===== src/rtl/sprite_animator.sv =====
// Sprite renderer: maps the scan position to a sprite ROM address and emits palette indices
// after a fixed 3-cycle latency. A small FSM steps through the animation frames.
module sprite_animator #(
    parameter int SPR_W      = 100,
    parameter int SPR_H      = 120,
    parameter int NUM_FRAMES = 6,
    parameter int FRAME_HOLD = 4,
    parameter int IDX_BITS   = 3,
    parameter int ADDR_W     = 17,
    localparam int FN_W      = (NUM_FRAMES > 1) ? $clog2(NUM_FRAMES) : 1
) (
    input  logic                vga_clk,
    input  logic                reset_n,
    input  logic [9:0]          draw_x,
    input  logic [9:0]          draw_y,
    input  logic [9:0]          pos_x,
    input  logic [9:0]          pos_y,
    input  logic                flip,
    input  logic                loop_mode,
    input  logic                start,
    input  logic                frame_tick,
    input  logic                blank,
    output logic [ADDR_W-1:0]   rom_address,
    input  logic [IDX_BITS-1:0] rom_q,
    output logic [IDX_BITS-1:0] pix_idx,
    output logic                pix_valid,
    output logic [FN_W-1:0]     frame_num,
    output logic                busy,
    output logic                done
);

    localparam int HOLD_W = (FRAME_HOLD > 1) ? $clog2(FRAME_HOLD) : 1;

    typedef enum logic [0:0] {ST_IDLE = 1'b0, ST_PLAY = 1'b1} state_t;

    state_t              r_state, w_state_nx;
    logic [HOLD_W-1:0]   r_hold, w_hold_nx;
    logic [FN_W-1:0]     r_frame_num, w_frame_nx;
    logic                r_done, w_done_nx;
    logic                w_busy;

    logic [10:0]         w_x_end, w_y_end, w_dx, w_dy, w_col;
    logic                w_in_box;
    logic [ADDR_W-1:0]   w_addr;
    logic                w_pix_valid;

    logic [ADDR_W-1:0]   r_rom_address;
    logic                r_inbox_d1, r_inbox_d2, r_blank_d1, r_blank_d2;
    logic [IDX_BITS-1:0] r_pix_idx;
    logic                r_pix_valid;

    // Box test and address generation, all in 11 bits so pos+size never wraps at 1023
    always_comb begin
        w_x_end  = {1'b0, pos_x} + 11'(SPR_W);
        w_y_end  = {1'b0, pos_y} + 11'(SPR_H);
        w_dx     = {1'b0, draw_x} - {1'b0, pos_x};
        w_dy     = {1'b0, draw_y} - {1'b0, pos_y};
        w_in_box = ({1'b0, draw_x} >= {1'b0, pos_x}) && ({1'b0, draw_x} < w_x_end) &&
                   ({1'b0, draw_y} >= {1'b0, pos_y}) && ({1'b0, draw_y} < w_y_end);
        if (flip) begin
            w_col = 11'(SPR_W - 1) - w_dx;
        end else begin
            w_col = w_dx;
        end
        if (w_in_box) begin
            w_addr = ADDR_W'(r_frame_num) * ADDR_W'(SPR_W * SPR_H)
                   + ADDR_W'(w_dy) * ADDR_W'(SPR_W) + ADDR_W'(w_col);
        end else begin
            w_addr = {ADDR_W{1'b0}};
        end
        w_pix_valid = r_inbox_d2 && r_blank_d2 && (rom_q != {IDX_BITS{1'b0}});
    end

    // Pixel pipeline: address stage, ROM-latency alignment stage, output stage
    always_ff @(posedge vga_clk or negedge reset_n) begin
        if (!reset_n) begin
            r_rom_address <= {ADDR_W{1'b0}};
            r_inbox_d1    <= 1'b0;
            r_inbox_d2    <= 1'b0;
            r_blank_d1    <= 1'b0;
            r_blank_d2    <= 1'b0;
            r_pix_idx     <= {IDX_BITS{1'b0}};
            r_pix_valid   <= 1'b0;
        end else begin
            r_rom_address <= w_addr;
            r_inbox_d1    <= w_in_box;
            r_inbox_d2    <= r_inbox_d1;
            r_blank_d1    <= blank;
            r_blank_d2    <= r_blank_d1;
            r_pix_valid   <= w_pix_valid;
            r_pix_idx     <= w_pix_valid ? rom_q : {IDX_BITS{1'b0}};
        end
    end

    // Animation state register
    always_ff @(posedge vga_clk or negedge reset_n) begin
        if (!reset_n) begin
            r_state     <= ST_IDLE;
            r_hold      <= {HOLD_W{1'b0}};
            r_frame_num <= {FN_W{1'b0}};
            r_done      <= 1'b0;
        end else begin
            r_state     <= w_state_nx;
            r_hold      <= w_hold_nx;
            r_frame_num <= w_frame_nx;
            r_done      <= w_done_nx;
        end
    end

    // Animation next-state logic; start always wins over a coincident tick
    always_comb begin
        w_state_nx = r_state;
        w_hold_nx  = r_hold;
        w_frame_nx = r_frame_num;
        w_done_nx  = 1'b0;
        case (r_state)
            ST_IDLE: begin
                w_hold_nx  = {HOLD_W{1'b0}};
                w_frame_nx = {FN_W{1'b0}};
                if (start) begin
                    w_state_nx = ST_PLAY;
                end else begin
                    w_state_nx = ST_IDLE;
                end
            end
            ST_PLAY: begin
                if (start) begin
                    w_hold_nx  = {HOLD_W{1'b0}};
                    w_frame_nx = {FN_W{1'b0}};
                end else if (frame_tick) begin
                    if (r_hold == HOLD_W'(FRAME_HOLD - 1)) begin
                        w_hold_nx = {HOLD_W{1'b0}};
                        if (r_frame_num == FN_W'(NUM_FRAMES - 1)) begin
                            w_frame_nx = {FN_W{1'b0}};
                            if (loop_mode) begin
                                w_state_nx = ST_PLAY;
                            end else begin
                                w_state_nx = ST_IDLE;
                                w_done_nx  = 1'b1;
                            end
                        end else begin
                            w_frame_nx = r_frame_num + {{(FN_W-1){1'b0}}, 1'b1};
                        end
                    end else begin
                        w_hold_nx = r_hold + {{(HOLD_W-1){1'b0}}, 1'b1};
                    end
                end else begin
                    w_hold_nx = r_hold;
                end
            end
            default: begin
                w_state_nx = ST_IDLE;
                w_hold_nx  = {HOLD_W{1'b0}};
                w_frame_nx = {FN_W{1'b0}};
            end
        endcase
    end

    // Animation outputs decoded from the state register
    always_comb begin
        w_busy = (r_state == ST_PLAY);
    end

    assign rom_address = r_rom_address;
    assign pix_idx     = r_pix_idx;
    assign pix_valid   = r_pix_valid;
    assign frame_num   = r_frame_num;
    assign busy        = w_busy;
    assign done        = r_done;

endmodule


===== config.mk =====
export PLATFORM = sky130hd
export DESIGN_NAME = sprite_animator
export DESIGN_NICKNAME = d
export VERILOG_FILES = /design/src/rtl/sprite_animator.sv
export SDC_FILE = /design/constraint.sdc
export NUM_CORES = 1
export LEC_CHECK = 0
export BUFFER_PORTS_ARGS = -buffer_cell sky130_fd_sc_hd__buf_2
export CAP_MARGIN = 25
export CORE_ASPECT_RATIO = 1.4
export CORE_MARGIN = 5
export CORE_UTILIZATION = 60
export CTS_CLUSTER_SIZE = 25
export DETAILED_ROUTE_END_ITERATION = 10
export MAX_ROUTING_LAYER = met4
export PLACE_DENSITY = 0.92
export SYNTH_ARGS = -nofsm -noshare
export SYNTH_HDL_FRONTEND = slang
export SYNTH_SLANG_ARGS = --single-unit

===== constraint.sdc =====
create_clock -name vga_clk -period 9.7 [get_ports vga_clk]
set_input_delay 0.97 -clock vga_clk [delete_from_list [all_inputs] [get_ports vga_clk]]
set_output_delay 0.97 -clock vga_clk [all_outputs]
set_load 0.01 [all_outputs]

* Word level (Yosys, flattened, before mapping) *
Index checks and enable logic that the tools add are counted.

word-level totals
  word-level logic and storage cells = 63
  bits of input ports = 50
  output and inout bits = 26
  register bits = 32

cells by class
  $mul = 2
  mux-type cells = 25
  bitwise operators = 1
  magnitude comparators = 4
  add/sub/neg operators = 9
  eq/ne operators = 4
  reductions and logical operators = 7

operators by type and width
  operator                 count
  $add A10 B7 Y11 const B  2
  $lt A10 B11 Y1           2
  $sub A10 B10 Y11         2
  $ge A10 B10 Y1           2
  $add A17 B11 Y17         1
  $add A17 B17 Y17         1
  $mux W17                 1
  $mul A11 B5 Y15 const B  1
  $mux W3                  5
  $mul A3 B9 Y12 const B   1
  $mux W1                  12
  $mux W11                 1
  $sub A7 B11 Y11 const A  1
  $mux W2                  3
  $pmux W3 S2              1
  $logic_and A1 B1 Y1      5
  $pmux W2 S2              1
  $add A3 B1 Y3 const B    1
  $eq A3 B3 Y1 const B     1
  $ne A3 B2 Y1 const B     1
  $ne A3 B3 Y1 const B     1
  $reduce_bool A3 Y1       1
  $add A2 B1 Y2 const B    1
  $eq A2 B2 Y1 const B     1
  other kinds (3)          3

* Longest topological paths before layout *
  depth in word-level cells = 6
  mapped depth = 26
  gate-level depth less buffers = 26

* Worst setup path before layout *
Ideal clock, no wire load.

  path kind = input to register
  from = in draw_y[0]
  to = reg r_rom_address[16], in the netlist rom_address[16]
  data arrival time = 6,026 ps
  setup time = 79 ps
  setup slack = 3,594 ps
  stages on the path = 26
  cells stage by stage = inv_1 > ha_1 > inv_1 > fa_1 > a21o_1 > a21oi_1 > o21ai_0 > a21oi_1 > xnor2_1 > ha_1 > ha_1 > inv_1 > fa_1 > inv_1 > ha_1 > o21a_1 > a21oi_1 > o2bb2ai_1 > xnor2_1 > ha_1 > ha_1 > or3_1 > or3_1 > and3_1 > nand4bb_1 > mux2i_1

on the way
  longest elaborated chain between the ends = 5
  elaborated cells between the ends (all ways) = 9

RTL lines
  item                  line  text
  from (decl)           15    input logic [9:0] draw_y,
  $sub A10 B10 Y11      57    w_dy = {1'b0, draw_y} - {1'b0, pos_y};
  $mul A11 B5 Y15       67    + ADDR_W'(w_dy) * ADDR_W'(SPR_W) + ADDR_W'(w_col);
  $add A17 B17 Y17      67
  $add A17 B11 Y17      67
  $mux W17 (*)          65    if (w_in_box) begin
  named net w_addr[16]  44    logic [ADDR_W-1:0] w_addr;
  to (signal assigned)  77    r_rom_address <= {ADDR_W{1'b0}};
  to (signal assigned)  85    r_rom_address <= w_addr;
  to (decl)             47    logic [ADDR_W-1:0] r_rom_address;

Mark *: on every way through the listed nets, which the timed path passes. The rest lies on a longest branch.
A chain may end at the register's enable or synchronous reset.

* Worst setup path after layout *
Ends and elaborated chain as after synthesis.

==> flow_metrics.env <==
export IMPL_drt_iter0_markers=184
export IMPL_switching_power_uw=951
export IMPL_worst_path_max_fanout=5
export IMPL_fp_coreArea_mm2=0.00815
export IMPL_dieHeight_um=118
export IMPL_pre_cts_ws_ns=2.96
export IMPL_top_layer="met4"
export IMPL_pwr_share_comb_pct=82.9
export IMPL_clk_latency_ns=0.27
export IMPL_dieArea_mm2=0.0102
export IMPL_cts_hold_buf=0
export IMPL_drtPass1Iterations=4
export IMPL_io_buffers=75
export IMPL_grt_overflow=0
export IMPL_wl_per_cell_um=15.6
export IMPL_root_buffer="clkbuf_16"
export IMPL_grt_pass1_vias=4547
export IMPL_timing_final_ws_setup_ns=3.16
export IMPL_pwr_share_clk_pct=8.5
export IMPL_crit_top_cell="ha_1"
export IMPL_setup_viol=0
export IMPL_period_share_pct=67.4
export IMPL_rr_endpoint="rom_address[16]"
export IMPL_startpoint_type="primary input"
export IMPL_r2r_slack_ns=5.25
export IMPL_multi_input_area_mm2=0.00386
export IMPL_drive_above_1_share_pct=17.5
export IMPL_critical_path_class="primary input to flop"
export IMPL_grt_start_max_net_pins=33
export IMPL_wirelength_mm=11.5
export IMPL_path_clk_slew_ns=0.05
export IMPL_required_ns=9.85
export IMPL_gp_congestion=0.893
export IMPL_cp_end_kind="flop"
export IMPL_swShare_pct=51.9
export IMPL_slew_headroom_pct=54.8
export IMPL_r2r_start="frame_num[2]"
export IMPL_yosysUniqueCellTypes=66
export IMPL_met2_length_mm=6.27
export IMPL_clock_skew_ns=0.00477
export IMPL_synthFlopType="dfrtp_1"
export IMPL_dp_hpwl_mm=9.56
export IMPL_final_core_util_pct=68.5
export IMPL_cp_slowest_cell="fa_1"
export IMPL_drc_errors=0
export IMPL_cts_tree="yes"
export IMPL_cts_resized=0
export IMPL_cts_num_sinks=32
export IMPL_n_antenna_cell=0
export IMPL_track_usage_pct=23.4
export IMPL_die_w_um=87.0
export IMPL_cp_endpoint="rom_address[16]"
export IMPL_grt_pass1_wl_mm=19.5
export IMPL_final_cell_mix="ha_1 (103), buf_2 (75), inv_1 (72), xnor2_1 (39)"
export IMPL_yosysSeqAreaShare_pct=16.1
export IMPL_rsz0062_at_grt="no"
export IMPL_worstPathArrival_ns=6.69
export IMPL_async_flop_share_pct=100
export IMPL_internal_power_uw=882
export IMPL_holdCritPathClass="flop to flop"
export IMPL_row_count=39
export IMPL_synth_area_per_cell_um2=8.88
export IMPL_cpPeakStageDelay_ns=0.50
export IMPL_syn_inst=560
export IMPL_wl_met1_mm=4.26
export IMPL_synth_edf_count=0
export IMPL_cts_setup_buffers=0
export IMPL_p_seq_share_pct=8.5
export IMPL_yosysWarnings=0
export IMPL_viasPerCell=5.94
export IMPL_reg2regPathDepth=14
export IMPL_worst_pin_slew_ns=0.678
export IMPL_seq_area_um2=801
export IMPL_route_vias_total=4385
export IMPL_max_vdd_ir_drop_uv=277
export IMPL_clock_fmax_mhz=153
export IMPL_startpoint="draw_y[0]"
export IMPL_postRouteAntennaNets=0
export IMPL_status="finished clean"
export IMPL_antenna_found_initial=0
export IMPL_initial_core_util_pct=61.0
export IMPL_tns_ns=0
export IMPL_cts_buffers=5
export IMPL_syn_to_final_growth_pct=12.2
export IMPL_power_density_mw_per_mm2=328
export IMPL_met3_length_um=498
export IMPL_nNetsFinal=805
export IMPL_report_final_slew_viol_count=0
export IMPL_syn_area_mm2=0.00497
export IMPL_synth_seq_cells=32
export IMPL_ioPinCount=76
export IMPL_final_common_cell="ha_1"
export IMPL_period_needed_ns=6.54
export IMPL_h_tree_depth=2
export IMPL_drv_max_cap_violation_count=0
export IMPL_power_leakage_uw=0.00304
export IMPL_syn_nets=730
export IMPL_nFillCells=623
export IMPL_hold_violations=0
export IMPL_clock_path_buffers=2
[power groups by stage]
stage	logic (µW)	registers [µW]	clock network (µW)
after floorplan	1210	167	0
after detailed placement	1480	159	0
after global placement	1430	157	0
final	1520	156	156
after global routing	1690	158	162
after CTS	1510	157	158
[cell type report]
cell class | instances | area share, %
tap | 102 | 2.29
sequential | 32 | 14.3
timing repair buffer | 75 | 6.72
clock buffer | 8 | 2.62
multi-input combinational | 448 | 69.1
inverter | 73 | 4.91
[how the worst min path moves through the flow]
stage | from | to | slack [ns] | depth (start not counted)
2_1_floorplan | r_blank_d1 | r_blank_d2 | 0.33 | 0
3_3_place_gp | r_inbox_d1 | r_inbox_d2 | 0.34 | 0
3_5_place_dp | r_inbox_d1 | r_inbox_d2 | 0.33 | 0
4_1_cts | r_blank_d1 | r_blank_d2 | 0.38 | 0
5_1_grt | r_blank_d1 | r_blank_d2 | 0.38 | 0
6_report | r_blank_d1 | r_blank_d2 | 0.37 | 0
[per-layer routing]
| metal | track usage [%] | vias to the layer above |
|---|---|---|
| li1 | - | 2098 |
| met1 | 23.6 | 2098 |
| met2 | 43.7 | 144 |
| met3 | 1.82 | 45 |
| met4 | 11.5 | 0 |
| met5 | - | - |
[cells in the mapped netlist, drive strengths merged, types with 8 or more instances]
| library cell | n | share of area, % |
|---|---|---|
| and3 | 10 | 1.4 |
| a21o | 18 | 2.7 |
| ha | 103 | 26 |
| a21oi | 34 | 3.5 |
| o21ai | 22 | 2.4 |
| nor2 | 42 | 4.4 |
| fa | 17 | 6.8 |
| nand3 | 9 | 0.91 |
| xnor2 | 39 | 6.9 |
| inv | 73 | 5.5 |
| nand2 | 29 | 2.3 |
| nor3 | 11 | 1.1 |
| xor2 | 23 | 4.2 |
| dfrtp | 32 | 16 |
| nand4 | 8 | 1.0 |
[critical path: cells and delay by family]
family                   cells  cell delay, ns
XOR/XNOR                     2            0.41
multiplexers                 1            0.11
adder cells (fa/ha/maj)      8            2.57
buffers and inverters        6            0.43
AO/OA/AOI/OAI                8            1.59
AND/OR/NAND/NOR              2            0.61
[metrics by stage]
stage	power, µW	hold WS [ns]	instances	cell area (µm²)
after floorplan	1380	0.331	560	4970
after global placement	1580	0.335	730	5440
after detailed placement	1640	0.335	730	5440
after CTS	1830	0.379	738	5580
after global routing	2010	0.380	738	5580
final	1830	0.368	738	5580
[sequential cells by signal, summed over array words and instances (netlist names)]
signal,count
r_inbox_d2,1
rom_address,17
frame_num,3
r_blank_d1,1
r_inbox_d1,1
r_hold,2
busy,1
pix_valid,1
done,1
r_blank_d2,1
pix_idx,3
[cells by family (layout without fill, tap and decap cells)]
kind of cell | count (synthesis) | after routing | synth area share [%]
muxes | 4 | 4 | 0.830
and+or+nand+nor | 138 | 138 | 15.2
xor gates and xnor gates | 62 | 62 | 11.1
adders and majority gates | 120 | 120 | 32.7
DFF | 32 | 32 | 16.1
buffers and inverters | 80 | 156 | 6.34
AOI/OAI and AO/OA | 124 | 124 | 17.7
Note: power is estimated with default switching activity, not from simulation.
